==> config.mk <==
export PLATFORM = sky130hd
export DESIGN_NAME = qr_grid_sampler_flat
export DESIGN_NICKNAME = d
export VERILOG_FILES = /design/src/rtl/qr_grid_sampler_pkg.sv /design/src/rtl/qr_grid_sampler_if.sv /design/src/rtl/qr_grid_sampler_tag_pipe.sv /design/src/rtl/qr_grid_sampler.sv /design/src/flat_wrapper.sv
export SDC_FILE = /design/constraint.sdc
export NUM_CORES = 1
export LEC_CHECK = 0
export CAP_MARGIN = 20
export CELL_PAD_IN_SITES_DETAIL_PLACEMENT = 1
export CELL_PAD_IN_SITES_GLOBAL_PLACEMENT = 2
export CORE_ASPECT_RATIO = 1.75
export CORE_UTILIZATION = 28
export DETAILED_ROUTE_END_ITERATION = 10
export GPL_ROUTABILITY_DRIVEN = 1
export GPL_TIMING_DRIVEN = 0
export PLACE_DENSITY_LB_ADDON = 0.1
export SYNTH_ARGS = -nofsm -noshare
export SYNTH_HDL_FRONTEND = slang
export SYNTH_HIERARCHICAL = 1
export SYNTH_SLANG_ARGS = --single-unit
==> constraint.sdc <==
create_clock -name clk_in -period 10.15 [get_ports clk_in]
set_input_delay 2.03 -clock clk_in [delete_from_list [all_inputs] [get_ports clk_in]]
set_output_delay 2.03 -clock clk_in [all_outputs]
set_load 0.01 [all_outputs]
==> src/rtl/qr_grid_sampler_pkg.sv <==
// Shared types and constants for the QR grid sampler.
// QR_MAJORITY_VOTE_EN selects 3 samples per module instead of 1.
package qr_pkg;

    typedef enum logic [2:0] {
        ST_IDLE,
        ST_CHECK,
        ST_ISSUE,
        ST_DRAIN,
        ST_DONE
    } sampler_state_t;

`ifdef QR_MAJORITY_VOTE_EN
    localparam int SAMPLES_PER_MODULE = 3;
`else
    localparam int SAMPLES_PER_MODULE = 1;
`endif

    localparam int COORD_W = 12;

    function automatic int code_size_of(input int version);
        return 17 + 4 * version;
    endfunction

endpackage

==> src/rtl/qr_grid_sampler_if.sv <==
// Control, frame-buffer read and result signals of the grid sampler.
interface qr_grid_sampler_if #(
    parameter int CODE_SIZE = 21,
    parameter int ADDR_W    = 20
) ();
    logic                           start_in;
    logic [8:0]                     module_size;
    logic [8:0]                     center_x;
    logic [8:0]                     center_y;
    logic [ADDR_W-1:0]              read_addr;
    logic                           read_valid;
    logic                           pixel_in;
    logic [CODE_SIZE*CODE_SIZE-1:0] qr_code;
    logic                           busy;
    logic                           valid_qr;
    logic                           bounds_error;

    modport master (
        output start_in, module_size, center_x, center_y, pixel_in,
        input  read_addr, read_valid, qr_code, busy, valid_qr, bounds_error
    );

    modport slave (
        input  start_in, module_size, center_x, center_y, pixel_in,
        output read_addr, read_valid, qr_code, busy, valid_qr, bounds_error
    );
endinterface

==> src/rtl/qr_grid_sampler_tag_pipe.sv <==
// Delay line carrying {valid, tag} alongside an in-flight BRAM read so the
// tag emerges in the same cycle as the read data.
module qr_read_tag_pipe #(
    parameter int DEPTH = 2,
    parameter int TAG_W = 8
) (
    input  logic             clk_in,
    input  logic             rst_in,
    input  logic             in_valid,
    input  logic [TAG_W-1:0] in_tag,
    output logic             out_valid,
    output logic [TAG_W-1:0] out_tag
);

    generate
        for (genvar gi = 0; gi < DEPTH; gi++) begin : g_stage
            logic             valid_d, valid_q;
            logic [TAG_W-1:0] tag_d, tag_q;

            if (gi == 0) begin : g_src
                always_comb begin
                    valid_d = in_valid;
                    tag_d   = in_tag;
                end
            end else begin : g_src
                always_comb begin
                    valid_d = g_stage[gi-1].valid_q;
                    tag_d   = g_stage[gi-1].tag_q;
                end
            end

            always_ff @(posedge clk_in) begin
                if (rst_in) begin
                    valid_q <= 1'b0;
                    tag_q   <= '0;
                end else begin
                    valid_q <= valid_d;
                    tag_q   <= tag_d;
                end
            end
        end
    endgenerate

    assign out_valid = g_stage[DEPTH-1].valid_q;
    assign out_tag   = g_stage[DEPTH-1].tag_q;

endmodule

==> src/rtl/qr_grid_sampler.sv <==
// Samples a CODE_SIZE x CODE_SIZE module grid from a binarised frame buffer.
// QR_MAJORITY_VOTE_EN enables 2-of-3 voting over centre and centre+-q in x.
module qr_grid_sampler
    import qr_pkg::*;
#(
    parameter int CODE_SIZE    = code_size_of(1),
    parameter int WIDTH        = 480,
    parameter int HEIGHT       = 320,
    parameter int ADDR_W       = 20,
    parameter int READ_LATENCY = 2
) (
    input logic              clk_in,
    input logic              rst_in,
    qr_grid_sampler_if.slave bus
);

    localparam int N2    = CODE_SIZE * CODE_SIZE;
    localparam int IDX_W = $clog2(N2);
    localparam int XY_W  = $clog2(CODE_SIZE);
    localparam int TAG_W = IDX_W + 2;
    localparam logic [1:0]      S_LAST = 2'(SAMPLES_PER_MODULE - 1);
    localparam logic [XY_W-1:0] XY_LAST = XY_W'(CODE_SIZE - 1);

    sampler_state_t            state_q, state_d;
    logic [8:0]                ms_q, ms_d, cx_q, cx_d, cy_q, cy_d;
    logic                      busy_q, busy_d, valid_qr_q, valid_qr_d;
    logic                      bounds_error_q, bounds_error_d;
    logic                      read_valid_q, read_valid_d;
    logic [ADDR_W-1:0]         read_addr_q, read_addr_d;
    logic [N2-1:0]             qr_code_q, qr_code_d;
    logic [XY_W-1:0]           x_q, x_d, y_q, y_d;
    logic [1:0]                s_q, s_d;
    logic [IDX_W-1:0]          idx_q, idx_d;
    logic signed [COORD_W-1:0] colx_q, colx_d, rowy_q, rowy_d;
    logic [2:0]                drain_q, drain_d;
`ifdef QR_MAJORITY_VOTE_EN
    logic [1:0]                vote_q, vote_d;
`endif

    logic             tag_valid, sample_bit, out_of_frame;
    logic [TAG_W-1:0] tag_out;
    logic [IDX_W-1:0] tag_idx;
    logic [1:0]       tag_s;
    int               q_i, ms_i, min_x_i, min_y_i, max_x_i, max_y_i, margin_i;

    qr_read_tag_pipe #(.DEPTH(READ_LATENCY), .TAG_W(TAG_W)) u_tag_pipe (
        .clk_in   (clk_in),
        .rst_in   (rst_in),
        .in_valid (read_valid_q),
        .in_tag   ({idx_q, s_q}),
        .out_valid(tag_valid),
        .out_tag  (tag_out)
    );

    assign tag_idx = tag_out[TAG_W-1:2];
    assign tag_s   = tag_out[1:0];

    function automatic logic [ADDR_W-1:0] addr_of(
        input logic signed [COORD_W-1:0] row,
        input logic signed [COORD_W-1:0] col,
        input logic [1:0]                s,
        input logic [8:0]                ms
    );
        int q, px, a;
        q  = int'(ms >> 2);
        px = int'(col);
        if (s == 2'd1)      px = px - q;
        else if (s == 2'd2) px = px + q;
        a = int'(row) * WIDTH + px;
        return a[ADDR_W-1:0];
    endfunction

    // Bounds are evaluated at full integer width so oversized pitches cannot
    // wrap back into the frame; an accepted grid always fits COORD_W.
    always_comb begin
        ms_i     = int'(ms_q);
        q_i      = int'(ms_q >> 2);
        min_x_i  = int'(cx_q) - 3 * ms_i;
        min_y_i  = int'(cy_q) - 3 * ms_i;
        max_x_i  = min_x_i + (CODE_SIZE - 1) * ms_i;
        max_y_i  = min_y_i + (CODE_SIZE - 1) * ms_i;
        margin_i = (SAMPLES_PER_MODULE == 3) ? q_i : 0;
        out_of_frame = (min_x_i - margin_i < 0) || (min_y_i < 0) ||
                       (max_x_i + margin_i >= WIDTH) || (max_y_i >= HEIGHT);
    end

    always_comb begin
        state_d        = state_q;
        ms_d           = ms_q;
        cx_d           = cx_q;
        cy_d           = cy_q;
        busy_d         = busy_q;
        valid_qr_d     = 1'b0;
        bounds_error_d = 1'b0;
        read_valid_d   = read_valid_q;
        read_addr_d    = read_addr_q;
        qr_code_d      = qr_code_q;
        x_d            = x_q;
        y_d            = y_q;
        s_d            = s_q;
        idx_d          = idx_q;
        colx_d         = colx_q;
        rowy_d         = rowy_q;
        drain_d        = drain_q;
`ifdef QR_MAJORITY_VOTE_EN
        vote_d = vote_q;
        if (tag_valid && tag_s == 2'd0) vote_d[0] = bus.pixel_in;
        if (tag_valid && tag_s == 2'd1) vote_d[1] = bus.pixel_in;
        sample_bit = (vote_q[0] & vote_q[1]) | (vote_q[0] & bus.pixel_in) |
                     (vote_q[1] & bus.pixel_in);
`else
        sample_bit = bus.pixel_in;
`endif
        if (tag_valid && tag_s == S_LAST) qr_code_d[tag_idx] = sample_bit;

        case (state_q)
            ST_IDLE: begin
                if (bus.start_in) begin
                    ms_d      = bus.module_size;
                    cx_d      = bus.center_x;
                    cy_d      = bus.center_y;
                    qr_code_d = '0;
                    busy_d    = 1'b1;
                    state_d   = ST_CHECK;
                end
            end
            ST_CHECK: begin
                if (out_of_frame) begin
                    bounds_error_d = 1'b1;
                    busy_d         = 1'b0;
                    state_d        = ST_IDLE;
                end else begin
                    read_valid_d = 1'b1;
                    x_d          = '0;
                    y_d          = '0;
                    s_d          = '0;
                    idx_d        = '0;
                    colx_d       = COORD_W'(min_x_i);
                    rowy_d       = COORD_W'(min_y_i);
                    state_d      = ST_ISSUE;
                end
            end
            ST_ISSUE: begin
                if (x_q == XY_LAST && y_q == XY_LAST && s_q == S_LAST) begin
                    read_valid_d = 1'b0;
                    drain_d      = '0;
                    state_d      = ST_DRAIN;
                end else if (s_q != S_LAST) begin
                    s_d = s_q + 2'd1;
                end else begin
                    s_d   = '0;
                    idx_d = idx_q + 1'b1;
                    if (x_q == XY_LAST) begin
                        x_d    = '0;
                        y_d    = y_q + 1'b1;
                        colx_d = COORD_W'(min_x_i);
                        rowy_d = rowy_q + COORD_W'(ms_q);
                    end else begin
                        x_d    = x_q + 1'b1;
                        colx_d = colx_q + COORD_W'(ms_q);
                    end
                end
            end
            ST_DRAIN: begin
                if (drain_q == 3'(READ_LATENCY - 1)) begin
                    valid_qr_d = 1'b1;
                    busy_d     = 1'b0;
                    state_d    = ST_DONE;
                end else begin
                    drain_d = drain_q + 3'd1;
                end
            end
            ST_DONE: state_d = ST_IDLE;
            default: state_d = ST_IDLE;
        endcase

        if (state_d == ST_ISSUE) read_addr_d = addr_of(rowy_d, colx_d, s_d, ms_q);
    end

    always_ff @(posedge clk_in) begin
        if (rst_in) begin
            state_q        <= ST_IDLE;
            ms_q           <= '0;
            cx_q           <= '0;
            cy_q           <= '0;
            busy_q         <= 1'b0;
            valid_qr_q     <= 1'b0;
            bounds_error_q <= 1'b0;
            read_valid_q   <= 1'b0;
            read_addr_q    <= '0;
            qr_code_q      <= '0;
            x_q            <= '0;
            y_q            <= '0;
            s_q            <= '0;
            idx_q          <= '0;
            colx_q         <= '0;
            rowy_q         <= '0;
            drain_q        <= '0;
`ifdef QR_MAJORITY_VOTE_EN
            vote_q         <= '0;
`endif
        end else begin
            state_q        <= state_d;
            ms_q           <= ms_d;
            cx_q           <= cx_d;
            cy_q           <= cy_d;
            busy_q         <= busy_d;
            valid_qr_q     <= valid_qr_d;
            bounds_error_q <= bounds_error_d;
            read_valid_q   <= read_valid_d;
            read_addr_q    <= read_addr_d;
            qr_code_q      <= qr_code_d;
            x_q            <= x_d;
            y_q            <= y_d;
            s_q            <= s_d;
            idx_q          <= idx_d;
            colx_q         <= colx_d;
            rowy_q         <= rowy_d;
            drain_q        <= drain_d;
`ifdef QR_MAJORITY_VOTE_EN
            vote_q         <= vote_d;
`endif
        end
    end

    assign bus.read_addr    = read_addr_q;
    assign bus.read_valid   = read_valid_q;
    assign bus.qr_code      = qr_code_q;
    assign bus.busy         = busy_q;
    assign bus.valid_qr     = valid_qr_q;
    assign bus.bounds_error = bounds_error_q;

endmodule
==> src/flat_wrapper.sv <==
// flat-port wrapper written by rule: the top's interface ports become plain ports
module qr_grid_sampler_flat import qr_pkg::*;
#(
    parameter int CODE_SIZE    = code_size_of(1),
    parameter int WIDTH        = 480,
    parameter int HEIGHT       = 320,
    parameter int ADDR_W       = 20,
    parameter int READ_LATENCY = 2
)
  (clk_in, rst_in, bus_start_in, bus_module_size, bus_center_x, bus_center_y, bus_pixel_in, bus_read_addr, bus_read_valid, bus_qr_code, bus_busy, bus_valid_qr, bus_bounds_error);
  qr_grid_sampler_if #(.CODE_SIZE(CODE_SIZE), .ADDR_W(ADDR_W)) bus_i ();
  input logic clk_in;
  input logic rst_in;
  input wire logic [$bits(bus_i.start_in)-1:0] bus_start_in;
  input wire logic [$bits(bus_i.module_size)-1:0] bus_module_size;
  input wire logic [$bits(bus_i.center_x)-1:0] bus_center_x;
  input wire logic [$bits(bus_i.center_y)-1:0] bus_center_y;
  input wire logic [$bits(bus_i.pixel_in)-1:0] bus_pixel_in;
  output wire logic [$bits(bus_i.read_addr)-1:0] bus_read_addr;
  output wire logic [$bits(bus_i.read_valid)-1:0] bus_read_valid;
  output wire logic [$bits(bus_i.qr_code)-1:0] bus_qr_code;
  output wire logic [$bits(bus_i.busy)-1:0] bus_busy;
  output wire logic [$bits(bus_i.valid_qr)-1:0] bus_valid_qr;
  output wire logic [$bits(bus_i.bounds_error)-1:0] bus_bounds_error;
  assign bus_i.start_in = bus_start_in;
  assign bus_i.module_size = bus_module_size;
  assign bus_i.center_x = bus_center_x;
  assign bus_i.center_y = bus_center_y;
  assign bus_i.pixel_in = bus_pixel_in;
  assign bus_read_addr = bus_i.read_addr;
  assign bus_read_valid = bus_i.read_valid;
  assign bus_qr_code = bus_i.qr_code;
  assign bus_busy = bus_i.busy;
  assign bus_valid_qr = bus_i.valid_qr;
  assign bus_bounds_error = bus_i.bounds_error;
  qr_grid_sampler #(.CODE_SIZE(CODE_SIZE), .WIDTH(WIDTH), .HEIGHT(HEIGHT), .ADDR_W(ADDR_W), .READ_LATENCY(READ_LATENCY)) u_core (.clk_in(clk_in), .rst_in(rst_in), .bus(bus_i));
endmodule
==> metrics.txt, run 1 <==
status finished, violations left; failing checks negative setup slack; CP Launch Type flip-flop; worst-path fanout max 6; Layout fillers between 10000 and 15000; cell total after placement 5345; Post-Synth XOR/XNOR Area 0.03145; worst-margin pin slew 1304 ps; Seq pwr share 0.422; Reg area about 11000 µm²; max-slew violations 0; cell mode on critical path ha_4; flops & latches, synth between 500 and 600; Rows between 150 and 200; htree depth 2; non-filler cells, final approximately 5500; first-pass GRT wire length 214600 µm; Slowest-stage cell, CP fa_1; Internal Power 0.003795 W; initial core utilization 0.2827; multiplexer share of the synthesized area 0.003297; Sw Share 0.2872; Clock Tree Buf Depth 3; Async SR Flop Fraction 0; Worst VDD drop 127.0 µV; combinational power share 0.159; Max Cap Viol 0; IO Count slightly below 500; CTS tree done; share of post-route cells with drive strength above 1 0.09345; WL/cell 27.40 µm; Overall Global Routing Usage 0.2907; Clock power frac 0.419; total CTS buffers 59; DR vias just under 30000; crit-path leading delay family adder cells; fmax between 90 and 100 MHz; Post-synth EDFFs 0; main combinational cell family by area after synthesis compound AO/OA/AOI/OAI gates; P_sw 0.001529 W; DIE HEIGHT roughly 420 µm; syn avg cell area 7.981 µm²; total power between 0.005 and 0.006 W; hold-fix buffers at CTS 0; pin count of the biggest net entering global routing 16; R2R Setup Slk -10 ps; final hold slack 429.4 ps; post-route ant nets 0; routability cong. between 0.9 and 1; Die W 241.4 µm; TritonCTS Sinks between 500 and 600; DR vias/cell 5.380; syn nets approximately 3700; Final HPWL DP around 120000 µm; crit path setup slack, layout -13.86 ps; Tmin final 10160 ps; synth warn 6; initial drt markers around 1600; Crit path required time approximately 11000 ps; initial antenna violation count 0; final instance area approximately 38000 µm²; synthesized area between 20000 and 30000 µm²; Placed Instance Area 34870 µm²; Area growth syn-to-layout 37.03%; Final setup viols 1; vias in the first global route approximately 30000; Core ar. 99350 µm²; Final nets between 4000 and 5000; Worst Path Buf+Inv 6; Cell variety after synth 86; Multi-input gate area approximately 16000 µm²; hold crit path type flip-flop to flip-flop; crit path capture type flip-flop; critical path type flip-flop to flip-flop; Clock Latency Late Sink roughly 650 ps; root buffer cell clkbuf_16; LEAKAGE around 13 nW; Power Density about 140 nW/µm²; Data arrival, critical path 10730 ps; Final period util 1.001; Clock Skews about 17 ps; clk slew on worst S/H paths about 70 ps; gr ovfl total 0; Cells after Synth 3519; Worst slew margin 0.1307; DRC Markers 0; IO Port Bufs between 400 and 500; setup TNS -13.86 ps; Post-Synth Adder-Cell Area 0.08718; Pre-antenna DRT Iters 7; Compound-Gate Fraction of Synth Area 0.2403; die area 101600 µm²; Synth Flop Type dfxtp_1; DRT Wirelength between 150000 and 200000 µm; # diodes 0; CP peak stage delay roughly 600 ps; unrepaired setup endpoints after global routing yes; Final Hold Viols 0; post-synthesis sequential area ratio 0.4042; simple-gate portion of the synthesized area 0.1829
-- path summary, 6_finish.rpt --
check / cells after the start / endpoint / startpoint
max: 46 / u_core/bus.read_addr[19] / u_core/ms_q[1]
min: 1 / u_core/u_tag_pipe/out_valid / u_core/u_tag_pipe/g_stage[0].valid_q
max reg2reg: 46 / u_core/bus.read_addr[19] / u_core/ms_q[1]
min reg2reg: 1 / u_core/u_tag_pipe/out_valid / u_core/u_tag_pipe/g_stage[0].valid_q
-- sequential cells by signal (all words and copies together), names as in the netlist, 11 cells and up --
register	flops
u_core/bus.qr_code	441
u_core/bus.read_addr	20
u_core/colx_q	12
u_core/rowy_q	12
u_core/u_tag_pipe/g_stage.tag_q	11
u_core/u_tag_pipe/out_tag	11
-- worst register-to-register path: cells and delay by family (launching register included) --
kind            cells  cell delay, ps
compound gates     15            3070
xor+xnor            4             680
fa+ha+maj          11            3900
buf+inv             6             620
flops               1             420
mux                 1             150
simple gates        9            1230
-- synthesized netlist by cell type (35+ instances only) --
library cell    n  area, µm²
a21oi_1       568       2843
clkbuf_1      251      942.2
dfxtp_1       567      11350
ha_1          145       1814
inv_1         107      401.6
nand2_1       205      769.5
nand3_1       481       2407
nor2_1        167      626.9
nor2b_1        35      219.0
nor3_1         49      245.2
o21ai_0       496       2482
xnor2_1        61      534.3
-- cell families after synthesis --
group           after synthesis
fa+ha+maj                   178
buf+inv                     371
simple gates               1056
compound gates             1241
flops                       567
xor+xnor                     97
mux                           9
-- routing by layer --
layer | track usage | wire [µm] | vias up
li1 | - | - | 13830
met5 | 0 | 0 | -
met3 | 0.05592 | 8989 | 286
met1 | 0.3003 | 54730 | 14810
met2 | 0.5432 | 79610 | 899
met4 | 0.1505 | 8588 | 0
-- final cells by class --
cell class	instances	area share
Multi-Input combinational cell	2581	0.4226
Sequential cell	567	0.2956
Timing Repair Buffer	605	0.1519
Clock buffer	90	0.04451
Tap cell	1317	0.04282
Buffer	260	0.02715
Inverter	108	0.01053
Clock inverter	16	0.004941
-- placed cells by master (no fill, tap or decap), types with 12 or more instances in the layout --
cell type,Yosys,routed
o21a_1,16,16
ha_1,145,119
nor3_1,49,44
clkbuf_16,0,60
ha_4,0,17
a21oi_2,0,26
buf_6,4,20
o211ai_1,14,14
nor2b_1,35,31
xor2_1,33,28
nand3_1,481,480
clkbuf_1,251,265
o21bai_1,13,12
clkdlybuf4s50_1,0,494
dfxtp_1,567,559
o21ai_0,496,480
nand2b_1,15,15
o21ai_1,4,12
nor2b_2,14,16
a21oi_1,568,535
xnor2_1,61,55
nand2_1,205,200
nor2_1,167,161
and2_1,16,15
buf_4,0,91
inv_1,107,100
a21o_1,23,23
a211oi_1,15,14
clkbuf_8,0,13
fa_1,30,27
-- repair_timing --
item | 4_1_cts | 5_1_grt
endpoints found under the setup margin | 14 | 7
buffers inserted | 54 | 38
resized for setup | 157 | 61
pin swaps | 83 | 109
-- power groups by stage --
stage | Clock [W] | Sequential [W] | Combinational, W
6_report | 0.00223 | 0.00225 | 0.000847
5_1_grt | 0.00237 | 0.00225 | 0.000915
4_1_cts | 0.00229 | 0.00225 | 0.000812
3_5_place_dp | 0 | 0.00230 | 0.000699
3_3_place_gp | 0 | 0.00230 | 0.000693
2_1_floorplan | 0 | 0.00229 | 0.000466
-- per-stage QoR --
stage                     setup WS, ps    util
after floorplan                  3.018       -
after global placement           -3099  0.3491
after detailed placement         -3250  0.3509
after CTS                       -77.25  0.3816
after global routing            -354.7  0.3874
final                           -13.86  0.3874
Power figures use the tool's default switching activity.
==> run 2: changes to the inputs <==
--- a/config.mk
+++ b/config.mk
@@ -13,5 +13,4 @@
 export DETAILED_ROUTE_END_ITERATION = 10
 export GPL_ROUTABILITY_DRIVEN = 1
-export GPL_TIMING_DRIVEN = 0
 export PLACE_DENSITY_LB_ADDON = 0.1
 export SYNTH_ARGS = -nofsm -noshare
==> constraint.sdc (replaced) <==
create_clock -name clk_in -period 10.15 [get_ports clk_in]
set_input_delay 1.015 -clock clk_in [delete_from_list [all_inputs] [get_ports clk_in]]
set_output_delay 1.015 -clock clk_in [all_outputs]
set_load 0.01 [all_outputs]
==> run 2 against run 1 <==
- the flow now finishes without violations
- maximum frequency increased by 3.6%
- total power is 5.1% higher
- count of clock-buffer cells in the layout is 12 lower
- via count down 0.98%
- die area unchanged
- combinational power rose by 18%
- register-to-register slack gained 350 ps
- sequential power is essentially flat
- utilization is 0.74 points higher
- final cell count fell by 0.32%
- first-iteration DRC count grew 6.0%
- critical path type unchanged
- critical endpoint unchanged
- largest power group is now the clock network
==> metrics.txt, run 2 (synthesized netlist as in run 1, its figures left out) <==
cell mode on critical path a21oi_2; total power ~0.0056 W; LEAKAGE between 10 and 15 nW; vias in the first global route ~30000; Clock Skews 31.32 ps; DRC Markers 0; Clock Latency Late Sink between 600 and 700 ps; htree depth 2; DRT Wirelength between 100000 and 150000 µm; first-pass GRT wire length about 210000 µm; Crit path required time 10700 ps; die area slightly above 100000 µm²; WL/cell approximately 26 µm; clk slew on worst S/H paths around 70 ps; max-slew violations 0; root buffer cell clkbuf_16; most common cell after layout, fill and taps aside dfxtp_1; Final HPWL DP around 100000 µm; total CTS buffers 58; Worst slew margin 0.1869; Final nets ~4400; CP peak stage delay ~570 ps; worst-margin pin slew about 1200 ps; final hold slack 433.8 ps; Rows ~150; initial drt markers 1679; post-route ant nets 0; Core ar. 99350 µm²; initial antenna violation count 0; Overall Global Routing Usage 0.2777; Tmin final 9815 ps; max FFs per register ~440; unrepaired setup endpoints after global routing yes; Area growth syn-to-layout 39.64%; Final Hold Viols 0; routability cong. around 0.9; crit path capture type flip-flop; Pre-antenna DRT Iters 5; Die W approximately 240 µm; Final period util 0.9670; Clock Tree Buf Depth 3; DR vias/cell 5.345; DIE HEIGHT approximately 420 µm; commonest non-fill, non-tap cells in the layout 564 x dfxtp_1, 541 x a21oi_1, 493 x clkdlybuf4s50_1, 482 x o21ai_0, 474 x nand3_1; worst-path fanout max 9; CTS tree done; pin count of the biggest net entering global routing between 150 and 200; fmax between 100 and 150 MHz; initial core utilization 0.2827; Slowest-stage cell, CP fa_1; DR vias approximately 30000; CP Launch Type flip-flop; IO Count just under 500; status completed; critical path type flip-flop to flip-flop; Worst VDD drop roughly 130 µV; Max Cap Viol 0; hold-fix buffers at CTS 0; R2R Setup Slk about 340 ps; share of post-route cells with drive strength above 1 0.1495; gr ovfl total 0; TritonCTS Sinks 567; IO Port Bufs about 500; hold crit path type flip-flop to flip-flop; Final setup viols 0; cell total after placement between 5000 and 6000; Power Density about 140 nW/µm²; non-filler cells, final roughly 5500; Data arrival, critical path ~10000 ps
[run 2: cell count changes in the layout (fill, tap and decap cells not counted), sizes merged, moves of 3 or more]
cell,delta
clkinvlp,+3
clkbuf,-261
clkinv,+5
bufinv,+3
buf,+231
[run 2: final timing paths]
path                                     startpoint                            end  depth (start not counted)
min reg2reg  u_core/u_tag_pipe/g_stage[0].tag_q[10]  u_core/u_tag_pipe/out_tag[10]                          1
max reg2reg                          u_core/ms_q[1]       u_core/bus.read_addr[19]                         49
max                                  u_core/ms_q[1]       u_core/bus.read_addr[19]                         49
min          u_core/u_tag_pipe/g_stage[0].tag_q[10]  u_core/u_tag_pipe/out_tag[10]                          1
[run 2: critical path: cells and delay by family, from the launching register on]
kind / cells / cell delay [ps]
AOI/OAI and AO/OA: 20 / 2820
xor gates and xnor gates: 5 / 890
adders and majority gates: 11 / 3600
buffers and inverters: 8 / 900
DFF: 1 / 400
muxes: 1 / 360
and+or+nand+nor: 4 / 710
[run 2: cell type report]
class / instances / area [µm²]
fillers: 11630 / 60140
multi-input cells: 2581 / 16120
flip-flops and latches: 567 / 11360
repair buffers: 846 / 7644
clock buffers: 78 / 1668
well taps: 1317 / 1648
inverters: 108 / 405.4
clock inverters: 28 / 371.6
diodes: 1 / 2.502
[run 2: report_power, final]
group | leakage [nW] | internal [W] | switching, W | total [W]
Sequential | 4.57 | 0.00223 | 0.00000892 | 0.00224
Combinational | 8.35 | 0.000438 | 0.000557 | 0.000996
Clock | 0.992 | 0.00132 | 0.00104 | 0.00236
Total | 13.9 | 0.00399 | 0.00161 | 0.00559
[run 2: routing by layer]
metal	global-route usage	routed length (µm)	vias to the layer above	part of all wire
li1	-	-	13770	-
met1	0.3130	55840	14680	0.38
met2	0.5052	74290	864	0.51
met3	0.04904	8575	219	0.059
met4	0.1141	6684	0	0.046
met5	0	0	-	0
[run 2: stage by stage]
stage	area, µm²	setup slack [ps]	setup TNS (ps)	util
4_1_cts	38610	1.722	0	0.3886
6_report	39220	335.4	0	0.3947
3_5_place_dp	36330	-464.2	-1184	0.3657
2_1_floorplan	28090	3.018	0	-
3_3_place_gp	36300	-259.3	-403.7	0.3653
5_1_grt	39220	-159.7	-268.6	0.3947
[run 2: timing repair]
| action | 4_1_cts | 5_1_grt |
|---|---|---|
| pin swaps | 22 | 74 |
| resized for setup | 39 | 104 |
| setup buffers | 10 | 13 |
| setup endpoints to repair | 6 | 8 |
==> run 3: changes to the inputs <==
- ABC_AREA: unset -> 1
- SETUP_SLACK_MARGIN: unset -> 0.1
==> run 3 against run 2 <==
- first-iteration DRC count fell by 4.7%
- the flow now finishes with violations (max-slew violations)
- register-to-register slack better by 430 ps
- synthesized area is 1.0% higher
- routed wire length shrank 15%
- largest cell class unchanged
- sequential share of layout area increased by 0.98 points
- synthesized cell count is 0.34% lower
- critical path type unchanged
- final cell count decreased by 4.0%
==> metrics.txt, run 3 <==
Seq pwr share 0.367; Place WS 176.0 ps; routability cong. 0.8733; worst-margin pin slew about 1700 ps; Internal Power 0.004156 W; pin count of the biggest net entering global routing a little under 200; most common cell in the netlist a21oi_1; DRT Wirelength between 100000 and 150000 µm; vias in the first global route about 27000; Final Hold Viols 0; Final HPWL DP between 80000 and 90000 µm; initial antenna violation count 0; Max Cap Viol 0; synth warn 6; htree depth 2; Worst VDD drop 149.7 µV; syn avg cell area roughly 8.1 µm²; post-route ant nets 0; metal3 WL roughly 6000 µm; combinational power share 0.255; Worst slew margin -0.1423; Core ar. 100600 µm²; Async SR Flop Fraction 0; max FFs per register 441; Slowest-stage cell, CP fa_1; crit path setup slack, layout 768.7 ps; Clock Skews ~17 ps; hold crit path type flip-flop to flip-flop; Util after Layout 0.3770; max-slew violations between 90 and 100; Clock Tree Buf Depth 3; final hold slack approximately 400 ps; die area roughly 100000 µm²; Final period util 0.9243; initial drt markers 1600; Area contributors post-synth dfxtp_1 40%, a21oi_1 10%, a311oi_1 7.9%; TritonCTS Sinks 567; CP Launch Type flip-flop; status finished, violations left; DIE HEIGHT ~420 µm; failing checks max-slew violations; DRC Markers 0; WL/cell between 20 and 25 µm; Tmin final between 9000 and 10000 ps; flops & latches, synth 567; Clock power frac 0.378; Pre-antenna DRT Iters 5; LEAKAGE around 14 nW; share of post-route cells with drive strength above 1 0.1132; syn nets between 3000 and 4000; Power Density 162.5 nW/µm²; leading area contributor after synthesis dfxtp_1; Overall Global Routing Usage 0.2338; DR vias/cell 5.179; DR vias 27470; total power just over 0.006 W; Cells after Synth around 3500; gr ovfl total 0; Clock Latency Late Sink ~660 ps; Layout fillers between 10000 and 15000; Data arrival, critical path 9920 ps; critical path type flip-flop to flip-flop; cell total after placement 5172; fmax around 110 MHz; IO Count between 400 and 500; initial core utilization 0.2821; most common cell after layout, fill and taps aside dfxtp_1; CP peak stage delay 570 ps; Synth Flop Type dfxtp_1; Rows 154; Cell variety after synth between 60 and 70; P_sw ~0.002 W; root buffer cell clkbuf_16; non-filler cells, final ~5300; max layer used met4; worst-path fanout max 7; Area growth syn-to-layout 33.66%; Post-synth EDFFs 0; Final setup viols 0; first-pass GRT wire length around 180000 µm; routed wl met2 roughly 62000 µm; post-synthesis sequential area ratio 0.4001; clk slew on worst S/H paths 60 ps; Die W 242.6 µm; total CTS buffers 60; CTS tree done; Crit path required time around 11000 ps; commonest non-fill, non-tap cells in the layout 564 x dfxtp_1, 554 x a21oi_1, 494 x clkdlybuf4s50_1, 332 x nor2_1, 323 x inv_1; cell mode on critical path nand2_1; Post-Route M1 WL between 50000 and 60000 µm; Final nets 4138; crit path capture type flip-flop; IO Port Bufs between 400 and 500; top-area cell type share of the netlist area 0.4001; synth cell count leaders 577 x a21oi_1, 567 x dfxtp_1, 370 x nor2_1; Sw Share 0.3256; synthesized area 28370 µm²
==> run 3: cell types whose count changed in the layout (fill, tap and decap cells not counted), moves of 74 or more <==
cell      delta
a311oi_1   +252
buf_4      -214
inv_1      +218
nand2_1     +74
nand3_1    -391
nor2_1     +182
o211ai_1   +179
o21ai_0    -405
==> run 3: cells by family (layout without fill, tap and decap cells) <==
kind of cell,Yosys count,count (layout),share of synthesized area
AOI/OAI and AO/OA,1215,1215,0.2740
xor gates and xnor gates,83,83,0.02611
buffers and inverters,620,1089,0.08503
other,0,1,0
muxes,1,1,0.0003528
adders and majority gates,175,175,0.08512
DFF,567,567,0.4001
and+or+nand+nor,846,846,0.1293
==> run 3: worst paths after layout <==
kind                                             start                           to  slack (ps)  cells past startpoint
hold reg to reg   u_core/u_tag_pipe/g_stage[0].valid_q  u_core/u_tag_pipe/out_valid         400                      2
setup / recovery                        u_core/ms_q[4]     u_core/bus.read_addr[19]         770                     60
setup reg to reg                        u_core/ms_q[4]     u_core/bus.read_addr[19]         770                     60
hold / removal    u_core/u_tag_pipe/g_stage[0].valid_q  u_core/u_tag_pipe/out_valid         400                      2
==> run 3: per-layer routing <==
metal	GRT usage	vias to the layer above
met1	0.2790	13410
met4	0.08795	0
met2	0.4176	710
met5	0	-
li1	-	13190
met3	0.03670	157
==> run 3: critical path: cells and delay by family, from the launching register on <==
kind,cells,cell delay (ps)
compound gates,11,1410
xor+xnor,7,1310
fa+ha+maj,8,2710
buf+inv,7,620
flops,1,330
simple gates,27,2840
==> run 3: power groups by stage <==
stage | clock (W) | combinational [W] | sequential (W)
finish | 0.00233 | 0.00157 | 0.00226
global route | 0.00250 | 0.00174 | 0.00226
CTS | 0.00241 | 0.00144 | 0.00226
detailed placement | 0 | 0.00143 | 0.00231
global placement | 0 | 0.00143 | 0.00231
floorplan | 0 | 0.000915 | 0.00231
==> run 3: area by class of cell <==
class | instances | area [µm²] | area share
inverters | 350 | 1334 | 0.03517
clock buffers | 85 | 1747 | 0.04606
clock inverters | 21 | 282.8 | 0.007457
well taps | 1326 | 1659 | 0.04375
multi-input cells | 2320 | 15450 | 0.4075
flip-flops and latches | 567 | 11350 | 0.2994
repair buffers | 633 | 6088 | 0.1606
diodes | 1 | 2.502 | 0.00006599
==> run 3: repair_timing <==
item / in CTS / in global routing
setup endpoints to repair: 0 / 6
hold buffers: 0 / 0
resized for setup: 0 / 147
buffers inserted: 0 / 22
==> run 3: stage by stage <==
stage | area, µm² | TNS [ps]
6_report | 37920 | 0
5_1_grt | 37920 | -17.81
4_1_cts | 37040 | 0
3_5_place_dp | 35010 | 0
3_3_place_gp | 35010 | 0
2_1_floorplan | 28370 | 0
